### src/rtl/alu_pattern_seq.sv
// Pattern-driven ALU tester: loads stimulus/expected/mask vectors, applies them to an
// external ALU one at a time, and tallies masked response mismatches.
module alu_pattern_seq #(
   parameter int unsigned DEPTH      = 8,
   parameter int unsigned SETTLE_CYC = 2
) (
   input  logic                         clk,
   input  logic                         rst,
   input  logic                         ld_valid,
   output logic                         ld_ready,
   input  logic [8:0]                   ld_data,
   input  logic                         pat_clr,
   input  logic                         start,
   output logic                         busy,
   output logic                         done,
   output logic [1:0]                   alu_ain,
   output logic [1:0]                   alu_bin,
   output logic                         alu_sel,
   input  logic [1:0]                   alu_zout,
   output logic [$clog2(DEPTH):0]       pat_cnt,
   output logic [$clog2(DEPTH):0]       fail_cnt,
   output logic                         fail_seen,
   output logic [$clog2(DEPTH)-1:0]     first_fail
);

   localparam int unsigned AW = $clog2(DEPTH);
   localparam int unsigned CW = AW + 1;
   localparam int unsigned SW = $clog2(SETTLE_CYC + 1);

   localparam logic [2:0] IDLE   = 3'd0;
   localparam logic [2:0] APPLY  = 3'd1;
   localparam logic [2:0] SETTLE = 3'd2;
   localparam logic [2:0] CHECK  = 3'd3;
   localparam logic [2:0] DONE   = 3'd4;

   logic [8:0]    mem [DEPTH];

   logic [2:0]    state, state_n;
   logic [AW-1:0] idx, idx_n;
   logic [SW-1:0] cnt, cnt_n;
   logic [CW-1:0] pat_cnt_n, fail_cnt_n;
   logic          fail_seen_n;
   logic [AW-1:0] first_fail_n;
   logic [1:0]    alu_ain_n, alu_bin_n;
   logic          alu_sel_n;
   logic          done_n, busy_n, ld_ready_n;

   logic          in_idle, has_room, clr_acc, wr_en, miss;
   logic [8:0]    cur;

   assign in_idle  = (state == IDLE);
   assign has_room = (pat_cnt < CW'(DEPTH));
   // pat_clr outranks a load in the same cycle
   assign clr_acc  = in_idle && pat_clr;
   assign wr_en    = in_idle && has_room && ld_valid && !pat_clr;
   assign cur      = mem[idx];
   assign miss     = |((alu_zout ^ cur[3:2]) & cur[1:0]);

   // Pattern memory, intentionally unreset
   always_ff @(posedge clk) begin
      if (wr_en && !rst) begin
         mem[pat_cnt[AW-1:0]] <= ld_data;
      end
   end

   // Next-state and next-output logic
   always_comb begin
      state_n      = state;
      idx_n        = idx;
      cnt_n        = cnt;
      pat_cnt_n    = pat_cnt;
      fail_cnt_n   = fail_cnt;
      fail_seen_n  = fail_seen;
      first_fail_n = first_fail;
      alu_ain_n    = alu_ain;
      alu_bin_n    = alu_bin;
      alu_sel_n    = alu_sel;

      case (state)
         IDLE: begin
            if (clr_acc) begin
               pat_cnt_n = '0;
            end else if (wr_en) begin
               pat_cnt_n = pat_cnt + CW'(1);
            end else if (start) begin
               fail_cnt_n   = '0;
               fail_seen_n  = 1'b0;
               first_fail_n = '0;
               idx_n        = '0;
               state_n      = (pat_cnt == '0) ? DONE : APPLY;
            end
         end
         APPLY: begin
            alu_ain_n = cur[8:7];
            alu_bin_n = cur[6:5];
            alu_sel_n = cur[4];
            cnt_n     = SW'(SETTLE_CYC);
            state_n   = SETTLE;
         end
         SETTLE: begin
            if (cnt == SW'(1)) begin
               state_n = CHECK;
            end else begin
               cnt_n = cnt - SW'(1);
            end
         end
         CHECK: begin
            if (miss) begin
               fail_cnt_n = fail_cnt + CW'(1);
               if (!fail_seen) begin
                  fail_seen_n  = 1'b1;
                  first_fail_n = idx;
               end
            end
            if (CW'(idx) == pat_cnt - CW'(1)) begin
               state_n = DONE;
            end else begin
               idx_n   = idx + AW'(1);
               state_n = APPLY;
            end
         end
         DONE: begin
            state_n = IDLE;
         end
         default: begin
            state_n = IDLE;
         end
      endcase

      done_n     = (state_n == DONE);
      busy_n     = (state_n != IDLE);
      ld_ready_n = (state_n == IDLE) && (pat_cnt_n < CW'(DEPTH));
   end

   // State and registered outputs
   always_ff @(posedge clk) begin
      if (rst) begin
         state      <= IDLE;
         idx        <= '0;
         cnt        <= '0;
         pat_cnt    <= '0;
         fail_cnt   <= '0;
         fail_seen  <= 1'b0;
         first_fail <= '0;
         alu_ain    <= '0;
         alu_bin    <= '0;
         alu_sel    <= 1'b0;
         done       <= 1'b0;
         busy       <= 1'b0;
         ld_ready   <= 1'b1;
      end else begin
         state      <= state_n;
         idx        <= idx_n;
         cnt        <= cnt_n;
         pat_cnt    <= pat_cnt_n;
         fail_cnt   <= fail_cnt_n;
         fail_seen  <= fail_seen_n;
         first_fail <= first_fail_n;
         alu_ain    <= alu_ain_n;
         alu_bin    <= alu_bin_n;
         alu_sel    <= alu_sel_n;
         done       <= done_n;
         busy       <= busy_n;
         ld_ready   <= ld_ready_n;
      end
   end

endmodule

### config.mk
export PLATFORM = sky130hd
export DESIGN_NAME = alu_pattern_seq
export DESIGN_NICKNAME = d
export VERILOG_FILES = /design/src/rtl/alu_pattern_seq.sv
export SDC_FILE = /design/constraint.sdc
export NUM_CORES = 1
export LEC_CHECK = 0
export CORE_ASPECT_RATIO = 1.5
export CORE_MARGIN = 4
export CORE_UTILIZATION = 62
export CTS_CLUSTER_DIAMETER = 200
export DETAILED_ROUTE_END_ITERATION = 8
export PLACE_DENSITY = 0.92
export SETUP_SLACK_MARGIN = 0.3
export SKIP_LAST_GASP = 1
export SYNTH_ARGS = -nofsm -noshare
export SYNTH_HDL_FRONTEND = slang
export SYNTH_SLANG_ARGS = --single-unit
### constraint.sdc
create_clock -name clk -period 5.92 [get_ports clk]
set_input_delay 1.776 -clock clk [delete_from_list [all_inputs] [get_ports clk]]
set_output_delay 1.776 -clock clk [all_outputs]
set_load 0.01 [all_outputs]
# --- Word-level counts from Yosys, hierarchy flattened ---
# Memory sizes are Yosys's and may differ from the RTL's. A register that Yosys moved wholly into a read port is not among the register bits.
# Cells that the tools add are included.
word_totals:
  register_bits: 28
  latch_bits: 0
  ramBits: 72
  romBits: 0
  inputBits: 16
  out_inout_bits: 20
  word_cells: 89
  n_memories: 1
classes:
  addsub: 5
  multipliers: 0
  div: 0
  n_lt_le_gt_ge: 2
  n_eq_ne: 13
  shift: 0
  muxes: 34
  n_bitwise: 2
  reduce_logical: 19
memory_table:
  columns: ["name", "words", "word_bits", "rd", "rd_ports_with_merged_regs", "write_ports", "line_no", "rtl"]
  rows:
  - ["mem", 8, 9, 1, 1, 1, "36", "logic [8:0] mem [DEPTH];"]
ops:
  columns: ["op", "n"]
  rows:
  - ["$mux 3", 14]
  - ["$mux 4", 7]
  - ["$ne 2x2->1 const B", 7]
  - ["$pmux 3 s2", 2]
  - ["$pmux 3 s4", 1]
  - ["$reduce_and 5->1", 2]
  - ["$add 4x1->4 const B", 2]
  - ["$lt 4x4->1 const B", 2]
  - ["$pmux 4 s2", 1]
  - ["$eq 3x2->1 const B", 2]
  - ["$logic_and 1x1->1", 6]
  - ["$logic_not 3->1", 2]
  - ["$mux 1", 6]
  - ["$reduce_and 6->1", 1]
  - ["$eq 3x4->1", 1]
  - ["$logic_not 4->1", 1]
  - ["$pmux 2 s2", 1]
  - ["$reduce_bool 2->1", 2]
  - ["$sub 4x1->4 const B", 1]
  - ["$add 3x1->3 const B", 1]
  - ["$eq 3x1->1 const B", 1]
  - ["$eq 3x3->1 const B", 1]
  - ["$reduce_bool 3->1", 1]
  - ["$and 2x2->2", 1]
  - ["other kinds (8)", 9]

# --- Logic depth before layout (Yosys ltp) ---
# Gate-level depths: netlist of the first run.
depth:
  ltp_word: 9
  ltp_mapped: 9
  depth_no_buf: 8

# --- Worst setup path after synthesis of the first run ---
# Ideal clock, no wire load.
synth_timing:
  kind: "in2reg"
  startpoint: "in ld_valid"
  endpoint: "mem mem[0][0], enable pin"
  setup_time_ps: 387
  t_arrival_ps: 3226
  required_ps: 5533
  slack_ps: 2307
  cell_stages: 4
  n_path_buf: 0
  path_cell_list: "nand2b_1 -> or3_1 -> or3_1 -> nor3_1"
synth_via:
  elab_chain_len: 5
synth_rtl:
  columns: ["element", "line_no", "rtl"]
  rows:
  - ["start, declared", "9", "input logic ld_valid,"]
  - ["$logic_and 1x1->1 (2 in a row)", "55", "assign wr_en = in_idle && has_room && ld_valid && !pat_clr;"]
  - ["$logic_and 1x1->1", "61", "if (wr_en && !rst) begin"]
  - ["$mux 1", "61", null]
  - ["$mux 1 (implied by the code)", "62", "mem[pat_cnt[AW-1:0]] <= ld_data;"]
  - ["end, declared", "36", null]
# Every way passes these cells.

# --- Final worst setup path of the first run ---
layout_timing:
  startpoint: "in ld_valid"
  endpoint: "mem mem[3][1], enable pin"
# Same word-level chain as after synthesis.

==> results of run 1 <==
-- through the flow --
| step | instance area, um2 | power [mW] | setup WS [ns] | util | instances |
|---|---|---|---|---|---|
| floorplan | 4270 | 0.8572 | 2.307 | - | 304 |
| global placement | 4652 | 0.8940 | 1.794 | 0.7026 | 401 |
| detailed placement | 4652 | 0.8968 | 1.680 | 0.7026 | 401 |
| CTS | 4856 | 1.326 | 2.075 | 0.7334 | 417 |
| global route | 4856 | 1.375 | 2.002 | 0.7334 | 417 |
| finish | 4856 | 1.323 | 2.072 | 0.7334 | 417 |
-- per-layer routing --
layer | track usage | vias to the layer above | wire, um
li1 | - | 1206 | -
met1 | 0.2432 | 1246 | 3026
met2 | 0.3603 | 82 | 4369
met3 | 0.06130 | 19 | 446
met4 | 0.09625 | 0 | 276
met5 | 0 | - | 0
-- worst min-delay path: stages, from the launching register on --
cell,delay (ns)
sky130_fd_sc_hd__dfxtp_1,0.32
sky130_fd_sc_hd__inv_1,0.05
sky130_fd_sc_hd__o2bb2ai_1,0.05
-- where the power goes --
group          internal [mW]  total, mW  switching (mW)
clock                  0.200      0.442           0.241
sequential             0.780      0.790         0.00999
combinational         0.0426     0.0910          0.0484
total                   1.02       1.32           0.300
-- cells in the final DEF (no fill, tap or decap), types with 2 or more instances in the layout --
cell type	instances
sky130_fd_sc_hd__a211oi_1	9
sky130_fd_sc_hd__a211oi_2	2
sky130_fd_sc_hd__a21o_1	2
sky130_fd_sc_hd__a21oi_1	6
sky130_fd_sc_hd__a221o_1	2
sky130_fd_sc_hd__a22o_1	2
sky130_fd_sc_hd__a22oi_1	2
sky130_fd_sc_hd__a31oi_1	2
sky130_fd_sc_hd__a32oi_1	2
sky130_fd_sc_hd__buf_4	3
sky130_fd_sc_hd__clkbuf_8	9
sky130_fd_sc_hd__clkdlybuf4s50_1	35
sky130_fd_sc_hd__clkinv_4	2
sky130_fd_sc_hd__dfxtp_1	31
sky130_fd_sc_hd__edfxtp_1	72
sky130_fd_sc_hd__ha_1	5
sky130_fd_sc_hd__inv_1	10
sky130_fd_sc_hd__mux2_2	3
sky130_fd_sc_hd__mux2i_1	13
sky130_fd_sc_hd__mux4_2	10
sky130_fd_sc_hd__nand2_1	11
sky130_fd_sc_hd__nand2b_1	7
sky130_fd_sc_hd__nand3_1	4
sky130_fd_sc_hd__nor2_1	25
sky130_fd_sc_hd__nor2b_1	6
sky130_fd_sc_hd__nor3_1	11
sky130_fd_sc_hd__nor4_1	2
sky130_fd_sc_hd__o21ai_0	5
sky130_fd_sc_hd__o221ai_1	3
sky130_fd_sc_hd__o2bb2ai_1	3
sky130_fd_sc_hd__or3_1	3
sky130_fd_sc_hd__xnor2_1	5
sky130_fd_sc_hd__xor2_1	14
-- final cells by class --
class	instances	share of cell area
Clock buffer	9	0.02551
Tap cell	76	0.01958
Clock inverter	7	0.01649
Inverter	10	0.007730
Sequential cell	103	0.5730
Multi-Input combinational cell	174	0.2809
Timing Repair Buffer	38	0.07678
-- how the worst max path moves through the flow --
stage | from | end | slack, ns | depth (start not counted)
floorplan | ld_valid | mem[0][0]$_DFFE_PP_ | 2.31 | 4
global placement | ld_valid | mem[3][1]$_DFFE_PP_ | 1.79 | 5
detailed placement | ld_valid | mem[3][1]$_DFFE_PP_ | 1.68 | 5
CTS | ld_valid | mem[3][1]$_DFFE_PP_ | 2.08 | 5
global route | ld_valid | mem[3][8]$_DFFE_PP_ | 2.00 | 5
finish | ld_valid | mem[3][1]$_DFFE_PP_ | 2.07 | 5
-- sequential cells by signal (all words and copies together), names as in the netlist, 2 cells and up, named ones only --
| signal | cells |
|---|---|
| mem | 72 |
| fail_cnt | 4 |
| pat_cnt | 4 |
| first_fail | 3 |
| idx | 3 |
| state | 3 |
| alu_ain | 2 |
| alu_bin | 2 |
| cnt | 2 |
-- kinds of logic after synthesis --
kind of cell / after synthesis / synth area share
flops: 103 / 0.6516
simple gates: 78 / 0.09288
compound gates: 46 / 0.08175
buf+inv: 27 / 0.02901
mux: 26 / 0.09112
xor+xnor: 19 / 0.03897
fa+ha+maj: 5 / 0.01465
==> reports/metrics.sh, run 1 <==
OUTCOME='completed'
POST-SYNTH-TOP-AREA-CELL='sky130_fd_sc_hd__edfxtp_1'
CTS_ROOT_BUF='sky130_fd_sc_hd__clkbuf_8'
DIE-HEIGHT_UM=109.6
SYNTH.CELL_AREA_UM2=4270
DRCVIOLATIONCOUNT=0
AVGROUTEDWIREPERCELL_UM=19.47
WORST_CLOCK_SKEW_NS=0.01014
FMAX_GHz=0.2599
TIMING.CRITICAL_PATH.SLOWEST_CELL_DELAY_NS=0.68
SYN_INST=304
POST-SYNTH-TOP-COUNT-CELL='sky130_fd_sc_hd__edfxtp_1'
CRIT_PATH_CELL_TRACE='clkdlybuf4s50_1 > nand2b_1 > or3_1 > or3_1 > nor2_1'
CTSLONGESTPATHBUFFERS=2
WORSTSETUPPATHTYPE='in2reg'
TOP_LEVEL_PORTS=36
SLEW_VIOL_FINAL=0
FINALWEIGHTEDCONGESTION=0.8309
YS_SEQ_AREA_FRAC=0.6516
HOLD_PATH.STARTPOINT='first_fail[2]$_SDFFE_PP0P_'
MOST_REPEATED_LIBRARY_CELL_ON_THE_CRITICAL_PATH='sky130_fd_sc_hd__or3_1'
TIMING.CRITICAL_PATH.FROM_TYPE='input pin'
ROUTE.DETAILED.VIAS_PER_INST=6.122
FINAL-SEQ-AREA_UM2=2783
SYNTH_ENABLE_FLOP_CELLS=72
R2R_END='mem[3][1]$_DFFE_PP_'
SYN_NETS=325
POST_CTS_RESIZED=0
CLKSLEWWORSTSETUPHOLDPATHS_NS=0.10
HTREE_LEVELS=3
TIMING.HOLD.WORST_ENDPOINT='first_fail[2]$_SDFFE_PP0P_'
GRT_ANTENNA_BEFORE_REPAIR=0
ANTENNA_CELLS_INSERTED=0
WORST-R2R-CELL-COUNT=4
WHS_PATH_DEPTH=2
MULTI_INPUT_GATE_AREA_UM2=1364
FINAL-HOLD-VIOLATION-COUNT=0
AREA_GROWTH_PCT=13.71
CTS_TREE='done'
SLEW-LIMIT-HEADROOM=0.2823
FIRST_PASS_ITERS=5
MIN_PERIOD_NS=3.848
FINALWIRELENGTH_UM=8119
POWERDENSITY_nW_PER_UM2=272.4
FILLCELLCOUNT=423
SYNTH.LIB_CELLS_USED.DISTINCT=47
FP-ROW-COUNT=36
POSTSYNTHAREAPERCELL_UM2=14.05
CRITICAL-PATH-TOP-DELAY-FAMILY='simple AND/OR/NAND/NOR gates'
GR-TOTAL-OVERFLOW=0
TYPE_OF_THE_MOST_CRITICAL_HOLD_PATH='reg2reg'
POST_ROUTE_CELLS_DRIVE_ABOVE_1_SHARE=0.1114
POSTCTSSETUPBUFFERS=0
PIN_COUNT_OF_THE_BIGGEST_NET_ENTERING_GLOBAL_ROUTING=30
CRIT_REQUIRED_NS=5.91
DRT_FIRST_ITER_VIOLATIONS=168
YS_SEQ_ELEMENTS=103
CTS_MADE_BUFFERS=9
TIMING.RR.START='state[2]$_SDFF_PP0_'
DP_HPWL_UM=5743
DIEAREA_UM2=8307
CRITPATHCAPTURETYPE='flip-flop'
INITIAL_CORE_UTIL=0.6449
MAIN_SYNTH_FF_TYPE='sky130_fd_sc_hd__edfxtp_1'
MAX-CAP-VIOLATIONS=0
FIRST_GLOBAL_VIAS=2558
ROUTED-VIA-COUNT=2553
CTS-HOLD-FIX-BUFFERS=0
YOSYS_WARNINGS=0
SYNTH.TOP_CELLS.BY_COUNT='sky130_fd_sc_hd__edfxtp_1 (72), sky130_fd_sc_hd__dfxtp_1 (31), sky130_fd_sc_hd__nor2_1 (25)'
FINAL_SETUP_VIOLATION_COUNT=0
SYNTH.AREA.TOP_CELLS='sky130_fd_sc_hd__edfxtp_1 (51%), sky130_fd_sc_hd__dfxtp_1 (15%), sky130_fd_sc_hd__mux4_2 (5.3%)'
TOTAL_ROUTING_USAGE_REPORTED_BY_GLOBAL_ROUTING=0.2127
POSTSYNTH.ASYNCRESETSHARE=0
POWER.IR.VDD_WORST_uV=214.5
INSERTION_DELAY_NS=0.37
DIEWIDTH_UM=75.76
BUFFERING_STAGE_COUNT_ON_THE_WORST_PATH_WITH_INVERTERS_INCLUDED=1
SYNTH.TOP_CELL.AREA_SHARE=0.5063
CORE_AREA_UM2=6621
PATH_MAX_FANOUT=9
TCRIT_TCLK_FINAL=0.6500
DRTANTENNAVIOLNETS=0
R2R_SLACK_NS=3.06
RSZ_0062_RAISED_AFTER_GLOBAL_ROUTING='false'
LAYOUT.NETS=357
PLACE.PORT_BUFFERS=35
WORST-SLEW-PIN-TRANSITION_NS=1.075
WORSTPATHARRIVAL_NS=3.84
LEAKAGE_nW=1.543
TOTALNEGATIVESETUPSLACK_NS=0
GLOBAL_ROUTE_WIRE_LENGTH_BEFORE_REPAIR_UM=12550
CRITICAL_PATH.SLOWEST_CELL='sky130_fd_sc_hd__nor2_1'
CLOCK_SINK_COUNT=103
HOLDWS_NS=0.4565
(Power assumes the default switching activity.)
==> run 2: changes to the inputs <==
--- a/config.mk
+++ b/config.mk
@@ -7,10 +7,10 @@
 export LEC_CHECK = 0
 export CORE_ASPECT_RATIO = 1.5
 export CORE_MARGIN = 4
-export CORE_UTILIZATION = 62
+export CORE_UTILIZATION = 52
 export CTS_CLUSTER_DIAMETER = 200
 export DETAILED_ROUTE_END_ITERATION = 8
-export PLACE_DENSITY = 0.92
+export PLACE_DENSITY = 0.83
 export SETUP_SLACK_MARGIN = 0.3
 export SKIP_LAST_GASP = 1
 export SYNTH_ARGS = -nofsm -noshare
==> constraint.sdc (replaced) <==
create_clock -name clk -period 3.3 [get_ports clk]
set_input_delay 0.99 -clock clk [delete_from_list [all_inputs] [get_ports clk]]
set_output_delay 0.99 -clock clk [all_outputs]
set_load 0.01 [all_outputs]
==> run 2 against run 1 <==
Net effect:
- cell count is 10% higher
- total power up 100%
- clock skew shrank 0.0065 ns
- critical path depth is 2 higher
- flip-flop and latch count stayed put
- sequential share of layout area shrank 2.7 points
- non-clock buffer count rose by 13
- first-iteration DRC count down 26%
- clock-buffer cell count up 1
- worst hold slack worse by 0.0053 ns
- design area rose by 5.0%
- clock power increased by 150%
==> reports/metrics.sh, run 2 (same netlist as run 1, synthesis figures left out) <==
LAYOUT_COMMON_CELLS='sky130_fd_sc_hd__edfxtp_1 (72), sky130_fd_sc_hd__clkdlybuf4s50_1 (35), sky130_fd_sc_hd__dfxtp_1 (31)'
LAYOUT.NETS=370  # +3.6%
CLKSLEWWORSTSETUPHOLDPATHS_NS=0.07  # -0.03 ns
CTS_TREE='done'
CRITPATHCAPTURETYPE='flip-flop'
WORSTSETUPPATHTYPE='in2reg'
DRTANTENNAVIOLNETS=0  # unchanged
FINALWEIGHTEDCONGESTION=0.8437  # +1.5%
WORSTPATHARRIVAL_NS=2.91  # -0.93 ns
FP-ROW-COUNT=40  # +11%
MIN_PERIOD_NS=2.675
GLOBAL_ROUTE_WIRE_LENGTH_BEFORE_REPAIR_UM=13040  # +3.9%
SLEW-LIMIT-HEADROOM=0.4963  # +0.2140
PIN_COUNT_OF_THE_BIGGEST_NET_ENTERING_GLOBAL_ROUTING=28  # -6.7%
CRIT_PATH_START='alu_zout[0]'
DRT_FIRST_ITER_VIOLATIONS=124  # -26%
ROUTE.DETAILED.VIAS_PER_INST=5.641  # -7.9%
POST_CTS_RESIZED=0  # unchanged
CTSLONGESTPATHBUFFERS=2  # unchanged
FIRST_PASS_ITERS=4  # -1
HOLD_PATH.STARTPOINT='first_fail[2]$_SDFFE_PP0P_'
FINAL-HOLD-VIOLATION-COUNT=0  # unchanged
POSTCTSSETUPBUFFERS=0  # unchanged
TIMING.CRITICAL_PATH.FROM_TYPE='input pin'
WORST-SLEW-PIN-TRANSITION_NS=0.7545  # -0.3206 ns
WORST_CLOCK_SKEW_NS=0.003663  # -0.006481 ns
CTS_MADE_BUFFERS=9  # unchanged
CRIT_REQUIRED_NS=3.53  # -2.38 ns
TOP_LEVEL_PORTS=36  # unchanged
TYPE_OF_THE_MOST_CRITICAL_HOLD_PATH='reg2reg'
FINAL_SETUP_VIOLATION_COUNT=0  # unchanged
PLACEMENT.SETUP.WORST_SLACK_NS=0.2649  # -1.415 ns
COMMONEST_NON_FILL_NON_TAP_CELL_IN_THE_LAYOUT='sky130_fd_sc_hd__edfxtp_1'
CORE_AREA_UM2=8008  # +21%
PLACED_AREA_UM2=4786  # +2.9%
INSERTION_DELAY_NS=0.34  # -0.03 ns
PATH_MAX_FANOUT=7  # -2
DIEAREA_UM2=9756  # +17%
FILLCELLCOUNT=594  # +40%
POWER.IR.VDD_WORST_uV=423.8  # +98%
LARGEST_REGISTER_FF_COUNT=72  # unchanged
R2R_SLACK_NS=0.85  # -2.21 ns
FIRST_GLOBAL_VIAS=2622  # +2.5%
POST_ROUTE_CELLS_DRIVE_ABOVE_1_SHARE=0.1384  # +0.02698
POSTLAYOUTCELLAREA_UM2=5100  # +5.0%
DRCVIOLATIONCOUNT=0  # unchanged
HTREE_LEVELS=3  # unchanged
MAX-CAP-VIOLATIONS=0  # unchanged
CTS_ROOT_BUF='sky130_fd_sc_hd__clkbuf_16'
FINALWIRELENGTH_UM=8021  # -1.2%
DIEWIDTH_UM=81.99  # +8.2%
CTS-HOLD-FIX-BUFFERS=0  # unchanged
LEAKAGE_nW=1.661  # +7.6%
FINAL_CRITICAL_PATH_SETUP_SLACK_NS=0.6252  # -1.447 ns
FMAX_GHz=0.3739
SLEW_VIOL_FINAL=0  # unchanged
ANTENNA_CELLS_INSERTED=0  # unchanged
PLACE.PORT_BUFFERS=35  # unchanged
POWERDENSITY_nW_PER_UM2=526.3  # +93%
GRT_ANTENNA_BEFORE_REPAIR=0  # unchanged
OUTCOME='completed'
AREA_GROWTH_PCT=19.43
CLOCK_SINK_COUNT=103  # unchanged
RSZ_0062_RAISED_AFTER_GLOBAL_ROUTING='false'
GR-TOTAL-OVERFLOW=0  # unchanged
TOTALNEGATIVESETUPSLACK_NS=0  # unchanged
ROUTED-VIA-COUNT=2589  # +1.4%
TCRIT_TCLK_FINAL=0.8105
AVGROUTEDWIREPERCELL_UM=17.47  # -10%
DIE-HEIGHT_UM=119.0  # +8.5%
TOTAL_ROUTING_USAGE_REPORTED_BY_GLOBAL_ROUTING=0.1823  # -0.03042
DP_HPWL_UM=5651  # -1.6%
INITIAL_CORE_UTIL=0.5333  # -0.1117
run 2: changes by cell type in the layout (fill, tap and decap cells not counted), sizes merged:
cell / delta
buf: +13
inv: -2
bufinv: +1
clkbuf: +1
run 2: final timing paths:
path	end	cells after the start
worst max-delay path	fail_cnt[0]$_SDFFE_PP0P_	7
worst min-delay path	first_fail[2]$_SDFFE_PP0P_	2
worst max register to register	fail_cnt[0]$_SDFFE_PP0P_	6
worst min register to register	first_fail[2]$_SDFFE_PP0P_	2
run 2: final cells by class:
type / instances / area (um2) / area share
clock buffer: 10 / 229.0 / 0.04490
inverter: 10 / 37.54 / 0.007360
timing repair buffer: 51 / 470.5 / 0.09225
sequential: 103 / 2783 / 0.5456
clock inverter: 6 / 85.08 / 0.01668
tap: 105 / 131.4 / 0.02576
multi-input combinational: 174 / 1364 / 0.2674
run 2: layer usage:
| layer | vias to the layer above | routed length, um | global-route usage |
|---|---|---|---|
| met4 | 0 | 274 | 0.1060 |
| met3 | 18 | 227 | 0.03026 |
| li1 | 1234 | - | - |
| met2 | 51 | 4510 | 0.3193 |
| met1 | 1286 | 3010 | 0.2002 |
| met5 | - | 0 | 0 |
run 2: stage by stage:
stage / util / total power [mW] / hold slack (ns) / cells
floorplan: - / 1.538 / 0.4670 / 304
global placement: 0.5977 / 1.607 / 0.4348 / 443
detailed placement: 0.5977 / 1.613 / 0.4430 / 443
CTS: 0.6369 / 2.705 / 0.4525 / 459
global route: 0.6369 / 2.763 / 0.4618 / 459
finish: 0.6369 / 2.684 / 0.4512 / 459
run 2: power breakdown:
group,leakage [nW],switching [mW],internal (mW)
Combinational,0.611,0.0889,0.0805
Clock,0.150,0.439,0.662
Sequential,0.899,0.0142,1.40
Total,1.66,0.542,2.14
run 2: critical path, cell delays in order:
cell	delay, ns
sky130_fd_sc_hd__clkdlybuf4s50_1	0.65
sky130_fd_sc_hd__xor2_1	0.18
sky130_fd_sc_hd__a221oi_1	0.09
sky130_fd_sc_hd__a211oi_1	0.33
sky130_fd_sc_hd__o22a_1	0.29
sky130_fd_sc_hd__o22ai_1	0.11
sky130_fd_sc_hd__mux2_2	0.27
==> patch (flow settings as in run 2) <==
`DEPTH`: 8 -> 16.
--- a/src/rtl/alu_pattern_seq.sv
+++ b/src/rtl/alu_pattern_seq.sv
@@ -1,7 +1,7 @@
 // Pattern-driven ALU tester: loads stimulus/expected/mask vectors, applies them to an
 // external ALU one at a time, and tallies masked response mismatches.
 module alu_pattern_seq #(
-   parameter int unsigned DEPTH      = 8,
+   parameter int unsigned DEPTH      = 16,
    parameter int unsigned SETTLE_CYC = 2
 ) (
    input  logic                         clk,
Interface: changed (resized fail_cnt, first_fail and pat_cnt); port bits go from 36 to 39. The function was not compared with the original's and may differ.
==> patch against run 2 <==
  * Critical path depth rose by 2
  * Sequential cell count rose by 77
  * Power rose by 71%
  * Design area increased by 71%
  * Global-route usage increased by 2.4 points
  * Setup slack worse by 79 ps
  * Sequential share of layout area grew 3.3 points
  * Non-clock buffer count is 22 higher
  * Combinational power shrank 5%
  * First-iteration DRC count grew to 2.5 times the old value
  * Highest routed layer unchanged
  * Via count rose by 63%
  * Routed wire length grew 97%
  * Area after synthesis grew 73%
  * Core utilization is 1.0 points lower
==> patch: results <==
metrics = {
    "cells_and_area": {
        "largest_reg_flops": 144,
        "fin_cells": 693,
        "nNetsFinal": 538,
        "layout-drive-gt1-share": 0.2045,
    },
    "logic_synthesis": {
        "yosys.area_share.adder": 0.01189,
        "synth_compound_area_frac": 0.05571,
        "syn_inst": 442,
        "synthTopCellsByArea": "edfxtp_1 59%, dfxtp_1 9.8%, mux4_2 7.9%",
        "synth_xor_area_frac": 0.02259,
        "synth_edf_count": 144,
        "synth_common_cells": "144 x edfxtp_1, 36 x dfxtp_1, 35 x nor2_1, 26 x mux4_2, 17 x nand2_1",
        "yosys.cell_types.count": 52,
        "async_flop_share": 0,
        "seq_area_frac_synth": 0.6848,
        "synth_mux_area_frac": 0.1376,
        "synth_nets": 465,
    },
    "worst_setup_path": {
        "cp-startpoint": "alu_zout[0]",
        "reg2reg_slack_ps": 600,
        "critPathMaxFanout": 12,
        "path_delay_family": "compound AO/OA/AOI/OAI gates",
        "arrival_ps": 3060,
        "max_stage_delay_ps": 460,
        "rr_worst_depth": 7,
        "end_kind": "register",
    },
    "pwr": {
        "cell_internal_pwr_mw": 3.649,
        "leakage_nw": 2.889,
        "peakVddDrop_v": 0.0003287,
    },
    "placement": {
        "io_buffers": 38,
        "gp_congestion": 0.8495,
        "dp_hpwl_mm": 11.04,
        "numPlacedInstances": 661,
    },
    "grt": {
        "grt_pass1_wl_mm": 24.99,
        "first_global_vias": 4519,
        "use_met2": 0.3863,
        "grt_util_met3": 0.03234,
        "grt_usage": 0.2068,
        "grtUsageMet1": 0.2262,
        "grt_max_degree": 22,
    },
    "cts": {
        "cts_resized": 0,
        "clockBufferDepth": 2,
        "insertion_delay_ps": 420,
        "h-tree-depth": 4,
        "clkTransAtPathRegs_ps": 60,
        "root_buffer": "clkbuf_16",
        "numCtsBuffers": 17,
    },
    "route": {
        "viasPerCell": 6.091,
        "drt-initial-drc-count": 311,
        "first_pass_iters": 5,
        "drt_wl_total_mm": 15.80,
        "dr_wl_met3_um": 619,
        "m1WireLength_mm": 5.611,
        "wl_met2_mm": 9.044,
    },
    "timing": {
        "fin_worst_skew_ps": 10.07,
        "max-slew-margin-rel": 0.5849,
        "final-setup-viol-count": 0,
    },
    "min_path": {
        "hold_path_class": "register to register",
    },
    "status": {
        "status": "finished clean",
    },
}
[patch: layout make-up]
class / instances / area [µm²]
Fill cell: 963 / 5199
Multi-Input combinational cell: 237 / 2227
Sequential cell: 180 / 5046
Tap cell: 165 / 206.4
Timing Repair Buffer: 73 / 643.1
Inverter: 6 / 22.52
Clock inverter: 15 / 156.4
Clock buffer: 17 / 425.4
[patch: power by group through the flow]
stage	clock, mW	combinational [mW]	sequential (mW)
after floorplan	0	0.0810	2.52
after global placement	0	0.153	2.52
after detailed placement	0	0.159	2.52
after CTS	1.98	0.160	2.47
after global routing	2.10	0.175	2.47
final	1.95	0.160	2.48
[patch: worst min-delay path by stage]
stage	endpoint	depth (start not counted)	startpoint	slack, ps
6_report	first_fail[2]	1	first_fail[2]	480
5_1_grt	first_fail[2]	1	first_fail[2]	500
4_1_cts	first_fail[2]	1	first_fail[2]	480
3_5_place_dp	first_fail[2]	1	first_fail[2]	460
3_3_place_gp	first_fail[2]	1	first_fail[2]	460
2_1_floorplan	cnt[0]	2	cnt[0]	480
[patch: metrics by stage]
stage	util	cell area, µm²	setup slack [ps]
2_1_floorplan	-	7387	535.1
3_3_place_gp	0.5849	8145	156.8
3_5_place_dp	0.5849	8145	156.7
4_1_cts	0.6267	8727	572.0
5_1_grt	0.6267	8727	403.8
6_report	0.6267	8727	546.6
[patch: kinds of logic (layout without fill, tap and decap cells)]
| family | after synthesis | after routing |
|---|---|---|
| XOR/XNOR | 19 | 19 |
| AO/OA/AOI/OAI | 52 | 52 |
| flip-flops | 180 | 180 |
| buffers and inverters | 25 | 111 |
| multiplexers | 53 | 53 |
| AND/OR/NAND/NOR | 106 | 106 |
| adder cells (fa/ha/maj) | 7 | 7 |
